File: src/rtl/router_register.sv
// Datapath register stage of the 1x3 router: header capture, byte forwarding, full-FIFO
// holding byte, running parity and payload count with parity/length error reporting.
module router_register #(
    parameter int unsigned WIDTH = 8
) (
    input  logic             clk,
    input  logic             resetn,
    input  logic             i_pkt_valid,
    input  logic [WIDTH-1:0] i_data_in,
    input  logic             i_fifo_full,
    input  logic             i_detect_add,
    input  logic             i_lfd_state,
    input  logic             i_ld_state,
    input  logic             i_laf_state,
    input  logic             i_full_state,
    input  logic             i_rst_int_reg,
    output logic [WIDTH-1:0] o_dout,
    output logic             o_parity_done,
    output logic             o_low_pkt_valid,
    output logic             o_err,
    output logic             o_len_err
);

    logic [WIDTH-1:0] r_header_byte;
    logic [WIDTH-1:0] r_full_byte;
    logic [WIDTH-1:0] r_int_parity;
    logic [WIDTH-1:0] r_pkt_parity;
    logic [5:0]       r_pay_cnt;
    logic [WIDTH-1:0] r_dout;
    logic             r_parity_done;
    logic             r_low_pkt_valid;
    logic             r_err;
    logic             r_len_err;

    logic [WIDTH-1:0] w_header_nxt;
    logic [WIDTH-1:0] w_full_nxt;
    logic [WIDTH-1:0] w_int_parity_nxt;
    logic [WIDTH-1:0] w_pkt_parity_nxt;
    logic [5:0]       w_pay_cnt_nxt;
    logic [WIDTH-1:0] w_dout_nxt;
    logic             w_parity_done_nxt;
    logic             w_low_pkt_valid_nxt;
    logic             w_err_nxt;
    logic             w_len_err_nxt;

    logic             w_par_set;
    logic             w_acc;

    // Parity byte is taken either directly in LOAD_DATA or, if the FIFO was full, from LAF.
    assign w_par_set = (i_ld_state && !i_fifo_full && !i_pkt_valid) ||
                       (i_laf_state && r_low_pkt_valid && !r_parity_done);
    // Diverted bytes still count: fifo_full is deliberately absent here.
    assign w_acc     = i_ld_state && i_pkt_valid && !i_full_state;

    always_comb begin
        w_header_nxt        = r_header_byte;
        w_full_nxt          = r_full_byte;
        w_int_parity_nxt    = r_int_parity;
        w_pkt_parity_nxt    = r_pkt_parity;
        w_pay_cnt_nxt       = r_pay_cnt;
        w_dout_nxt          = r_dout;
        w_parity_done_nxt   = r_parity_done;
        w_low_pkt_valid_nxt = r_low_pkt_valid;
        w_err_nxt           = r_err;
        w_len_err_nxt       = r_len_err;

        if (i_detect_add && i_pkt_valid && (i_data_in[1:0] != 2'b11)) begin
            w_header_nxt = i_data_in;
        end

        if (i_lfd_state) begin
            w_dout_nxt = r_header_byte;
        end else if (i_ld_state && !i_fifo_full) begin
            w_dout_nxt = i_data_in;
        end else if (i_laf_state) begin
            w_dout_nxt = r_full_byte;
        end

        if (i_ld_state && i_fifo_full) begin
            w_full_nxt = i_data_in;
        end

        if (i_rst_int_reg) begin
            w_low_pkt_valid_nxt = 1'b0;
        end else if (i_ld_state && !i_pkt_valid) begin
            w_low_pkt_valid_nxt = 1'b1;
        end

        if (i_detect_add) begin
            w_parity_done_nxt = 1'b0;
            w_pkt_parity_nxt  = '0;
            w_int_parity_nxt  = '0;
            w_pay_cnt_nxt     = '0;
            w_err_nxt         = 1'b0;
            w_len_err_nxt     = 1'b0;
        end else begin
            if (w_par_set) begin
                w_parity_done_nxt = 1'b1;
                w_pkt_parity_nxt  = i_data_in;
            end
            if (i_lfd_state) begin
                w_int_parity_nxt = r_int_parity ^ r_header_byte;
            end else if (w_acc) begin
                w_int_parity_nxt = r_int_parity ^ i_data_in;
            end
            if (w_acc) begin
                w_pay_cnt_nxt = r_pay_cnt + 6'd1;
            end
            if (r_parity_done) begin
                w_err_nxt     = (r_int_parity != r_pkt_parity);
                w_len_err_nxt = (r_pay_cnt != r_header_byte[7:2]);
            end
        end
    end

    always_ff @(posedge clk) begin
        if (!resetn) begin
            r_header_byte   <= '0;
            r_full_byte     <= '0;
            r_int_parity    <= '0;
            r_pkt_parity    <= '0;
            r_pay_cnt       <= '0;
            r_dout          <= '0;
            r_parity_done   <= 1'b0;
            r_low_pkt_valid <= 1'b0;
            r_err           <= 1'b0;
            r_len_err       <= 1'b0;
        end else begin
            r_header_byte   <= w_header_nxt;
            r_full_byte     <= w_full_nxt;
            r_int_parity    <= w_int_parity_nxt;
            r_pkt_parity    <= w_pkt_parity_nxt;
            r_pay_cnt       <= w_pay_cnt_nxt;
            r_dout          <= w_dout_nxt;
            r_parity_done   <= w_parity_done_nxt;
            r_low_pkt_valid <= w_low_pkt_valid_nxt;
            r_err           <= w_err_nxt;
            r_len_err       <= w_len_err_nxt;
        end
    end

    assign o_dout          = r_dout;
    assign o_parity_done   = r_parity_done;
    assign o_low_pkt_valid = r_low_pkt_valid;
    assign o_err           = r_err;
    assign o_len_err       = r_len_err;

endmodule

File: config.mk
export PLATFORM = sky130hd
export DESIGN_NAME = router_register
export DESIGN_NICKNAME = d
export VERILOG_FILES = /design/src/rtl/router_register.sv
export SDC_FILE = /design/constraint.sdc
export NUM_CORES = 1
export LEC_CHECK = 0
export BUFFER_PORTS_ARGS = -buffer_cell sky130_fd_sc_hd__buf_2
export CAP_MARGIN = 15
export CORE_MARGIN = 2
export CORE_UTILIZATION = 61
export CTS_CLUSTER_DIAMETER = 40
export DETAILED_ROUTE_END_ITERATION = 10
export PLACE_DENSITY = 0.88
export SYNTH_ARGS = -nofsm -noshare
export SYNTH_HDL_FRONTEND = slang
export SYNTH_SLANG_ARGS = --single-unit
File: constraint.sdc
create_clock -name clk -period 2.4 [get_ports clk]
set_input_delay 0.36 -clock clk [delete_from_list [all_inputs] [get_ports clk]]
set_output_delay 0.36 -clock clk [all_outputs]
set_load 0.02 [all_outputs]
==> flow_summary.yaml <==
synth:
  synthFlopType: "dfxtp_1"
  synth_top_family_by_area: "simple AND/OR/NAND/NOR gates"
  synth.area.mux_share_pct: 3.74
  synthesis.area_mm2: 0.00241
  ys_types: 36
  ys_seq_area_share_pct: 41.6
  synth_area_leader_cell: "dfxtp_1"
  synthAdderAreaFrac_pct: 0.519
  synth-seq-cells: 50
  synthTopCellsByCount: "dfxtp_1, a21oi_1, nand2_1, nand3_1, xor2_1"
  synth_warnings: 0
  avgSynthCellArea_um2: 8.79
  synth_top_area_share_pct: 41.6
  synthesis.nets: 293
  netlist_instances: 274
  synthXorXnorAreaFrac_pct: 5.82
  synth_top_cells_by_area: "dfxtp_1, a21oi_1, xor2_1, mux2i_1, o221a_1"
  synth_edf_count: 0
  synthSimpleGateAreaFrac_pct: 24.5
  post-synth-top-count-cell: "dfxtp_1"
  synth_compound_area_share_pct: 19.1
  async_reset_ff_share_pct: 0
clocking:
  cts_setup_buffers: 0
  numCtsBuffers: 5
  insertion_delay_ns: 0.30
  cts_root_buf: "clkbuf_8"
  cts_tree: "yes"
  clk_pin_slew_worst_paths_ns: 0.08
  cts_hold_buf: 0
  numClockSinks: 50
  cts_htree_levels: 2
  post_cts_resized: 0
  clk_path_buf_depth: 2
global_route:
  grt_pass1_wl_mm: 9.64
  grt_pass1_vias: 2002
  antenna_found_initial: 0
  overflow: 0
  grt_start_max_net_pins: 25
  track_usage_pct: 29.5
floorplan:
  dieWidth_um: 66.8
  dieHeight_um: 66.8
  die-area_mm2: 0.00447
  core_mm2: 0.00372
  initial_core_util_pct: 64.8
  rows: 22
  io_pins: 30
layout:
  syn2layout_area_growth_pct: 8.78
  nets: 313
  antennaDiodeCount: 0
  drive_gt1_share_pct: 13.3
detailed_routing:
  finalWirelength_mm: 5.81
  drtPass1Iterations: 6
  drc_errors: 0
  via_count: 2142
  drt_iter0_drc: 310
  postRouteAntennaNets: 0
  routedWlPerCell_um: 17.0
  viasPerCell: 6.26
status:
  status: "finished clean"
setup_path:
  cp.arrival_ns: 1.62
  crit_path_top_delay_cell: "nand2b_1"
  worstPathRequired_ns: 2.60
  endpoint_kind: "flop"
  path_class: "in2reg"
  cp_max_fo: 20
  path_cells: "buf_2 -> nand2b_1 -> nand2_1 -> o221a_1"
  start_kind: "input port"
  max_stage_delay_ns: 0.36
sta:
  slew_violations: 0
  timing.fmax_mhz: 704
  maxSlewHeadroom_pct: 60.5
  min_period_ns: 1.42
  period_share_pct: 59.2
  setup_viol: 0
  worstMarginPinSlew_ns: 0.593
  skew_ns: 0.00381
  finalHoldViolations: 0
  grt_setup_unrepaired: "no"
  tns_ns: 0
power_and_ir_drop:
  ir_worst_vdd_v: 0.000437
  power_density_mw_per_mm2: 582
  leakage_nw: 1.09
  power_mw: 1.53
placement:
  place_hpwl_mm: 4.21
  portBuffers: 29
  globalplace.congestion: 0.862
hold_path:
  hold_class: "in2reg"
flow_run:
  maxCapViolCount: 0
==> cell usage in the layout (no fill, tap or decap), types with 3 or more instances in the layout <==
cell	count
nor3b_1	8
nand3_1	17
a21oi_1	36
dfxtp_1	50
o21ai_1	11
a311oi_1	8
nor3_1	3
mux2i_1	9
and2_1	10
nand2b_1	10
o21ai_0	9
nand2_1	21
nor2_1	6
o221a_1	8
xor2_1	15
inv_1	9
buf_2	29
clkbuf_8	5
or3b_1	7
==> kinds of logic (layout without fill, tap and decap cells) <==
group	after synthesis	in the layout
adders and majority gates	1	1
muxes	9	9
AOI/OAI and AO/OA	75	75
buffers and inverters	27	47
xor gates and xnor gates	16	16
DFF	50	50
and+or+nand+nor	96	96
==> final cells by class <==
| type | count | area (um2) |
|---|---|---|
| multi-input combinational | 197 | 1290 |
| fill | 300 | 1100 |
| sequential | 50 | 1000 |
| timing repair buffer | 30 | 153 |
| clock buffer | 7 | 76.3 |
| tap | 48 | 60.1 |
| inverter | 10 | 37.5 |
==> sequential cells by signal, indices dropped and copies added (netlist names) <==
register	cells
o_low_pkt_valid	1
r_pay_cnt	6
o_dout	8
o_parity_done	1
r_pkt_parity	8
o_err	1
r_header_byte	8
r_full_byte	8
r_int_parity	8
o_len_err	1
==> power by group <==
group	switching [mW]	internal [mW]	total, mW
Sequential	0.0186	0.855	0.874
Combinational	0.121	0.0703	0.192
Clock	0.259	0.201	0.460
Total	0.399	1.13	1.53
==> metal layers <==
| layer | up-vias | part of all wire (%) | wire [um] | track usage [%] |
|---|---|---|---|---|
| met5 | - | 0 | 0 | 0 |
| met4 | 0 | 2.8 | 163 | 14.3 |
| met3 | 16 | 7.9 | 457 | 8.28 |
| met2 | 91 | 49 | 2860 | 48.8 |
| met1 | 1009 | 40 | 2330 | 35.1 |
| li1 | 1026 | - | - | - |
==> worst max-delay path, delay by kind of cell <==
kind | cells | cell delay, ns
AOI/OAI and AO/OA | 1 | 0.32
buffers and inverters | 1 | 0.30
and+or+nand+nor | 2 | 0.63
==> per-stage QoR <==
| stage | hold slack [ns] | instances | worst slack, ns | util [%] | area [um2] |
|---|---|---|---|---|---|
| after global routing | 0.196 | 342 | 0.890 | 70.5 | 2620 |
| final | 0.204 | 342 | 0.979 | 70.5 | 2620 |
| after global placement | 0.444 | 335 | 0.780 | 68.5 | 2540 |
| after detailed placement | 0.447 | 335 | 0.684 | 68.5 | 2540 |
| after floorplan | 0.436 | 274 | 1.08 | - | 2410 |
| after CTS | 0.196 | 342 | 1.01 | 70.5 | 2620 |
==> worst paths after layout <==
path	cells after the start	startpoint	slack, ns	end
worst min-delay path	2	i_rst_int_reg	0.20	o_low_pkt_valid
worst min register to register	2	r_full_byte[7]	0.46	r_full_byte[7]
worst max-delay path	4	i_fifo_full	0.98	o_dout[6]
worst max register to register	4	r_pay_cnt[0]	1.05	r_pay_cnt[4]
No activity file was read; power rests on OpenSTA's default activity.
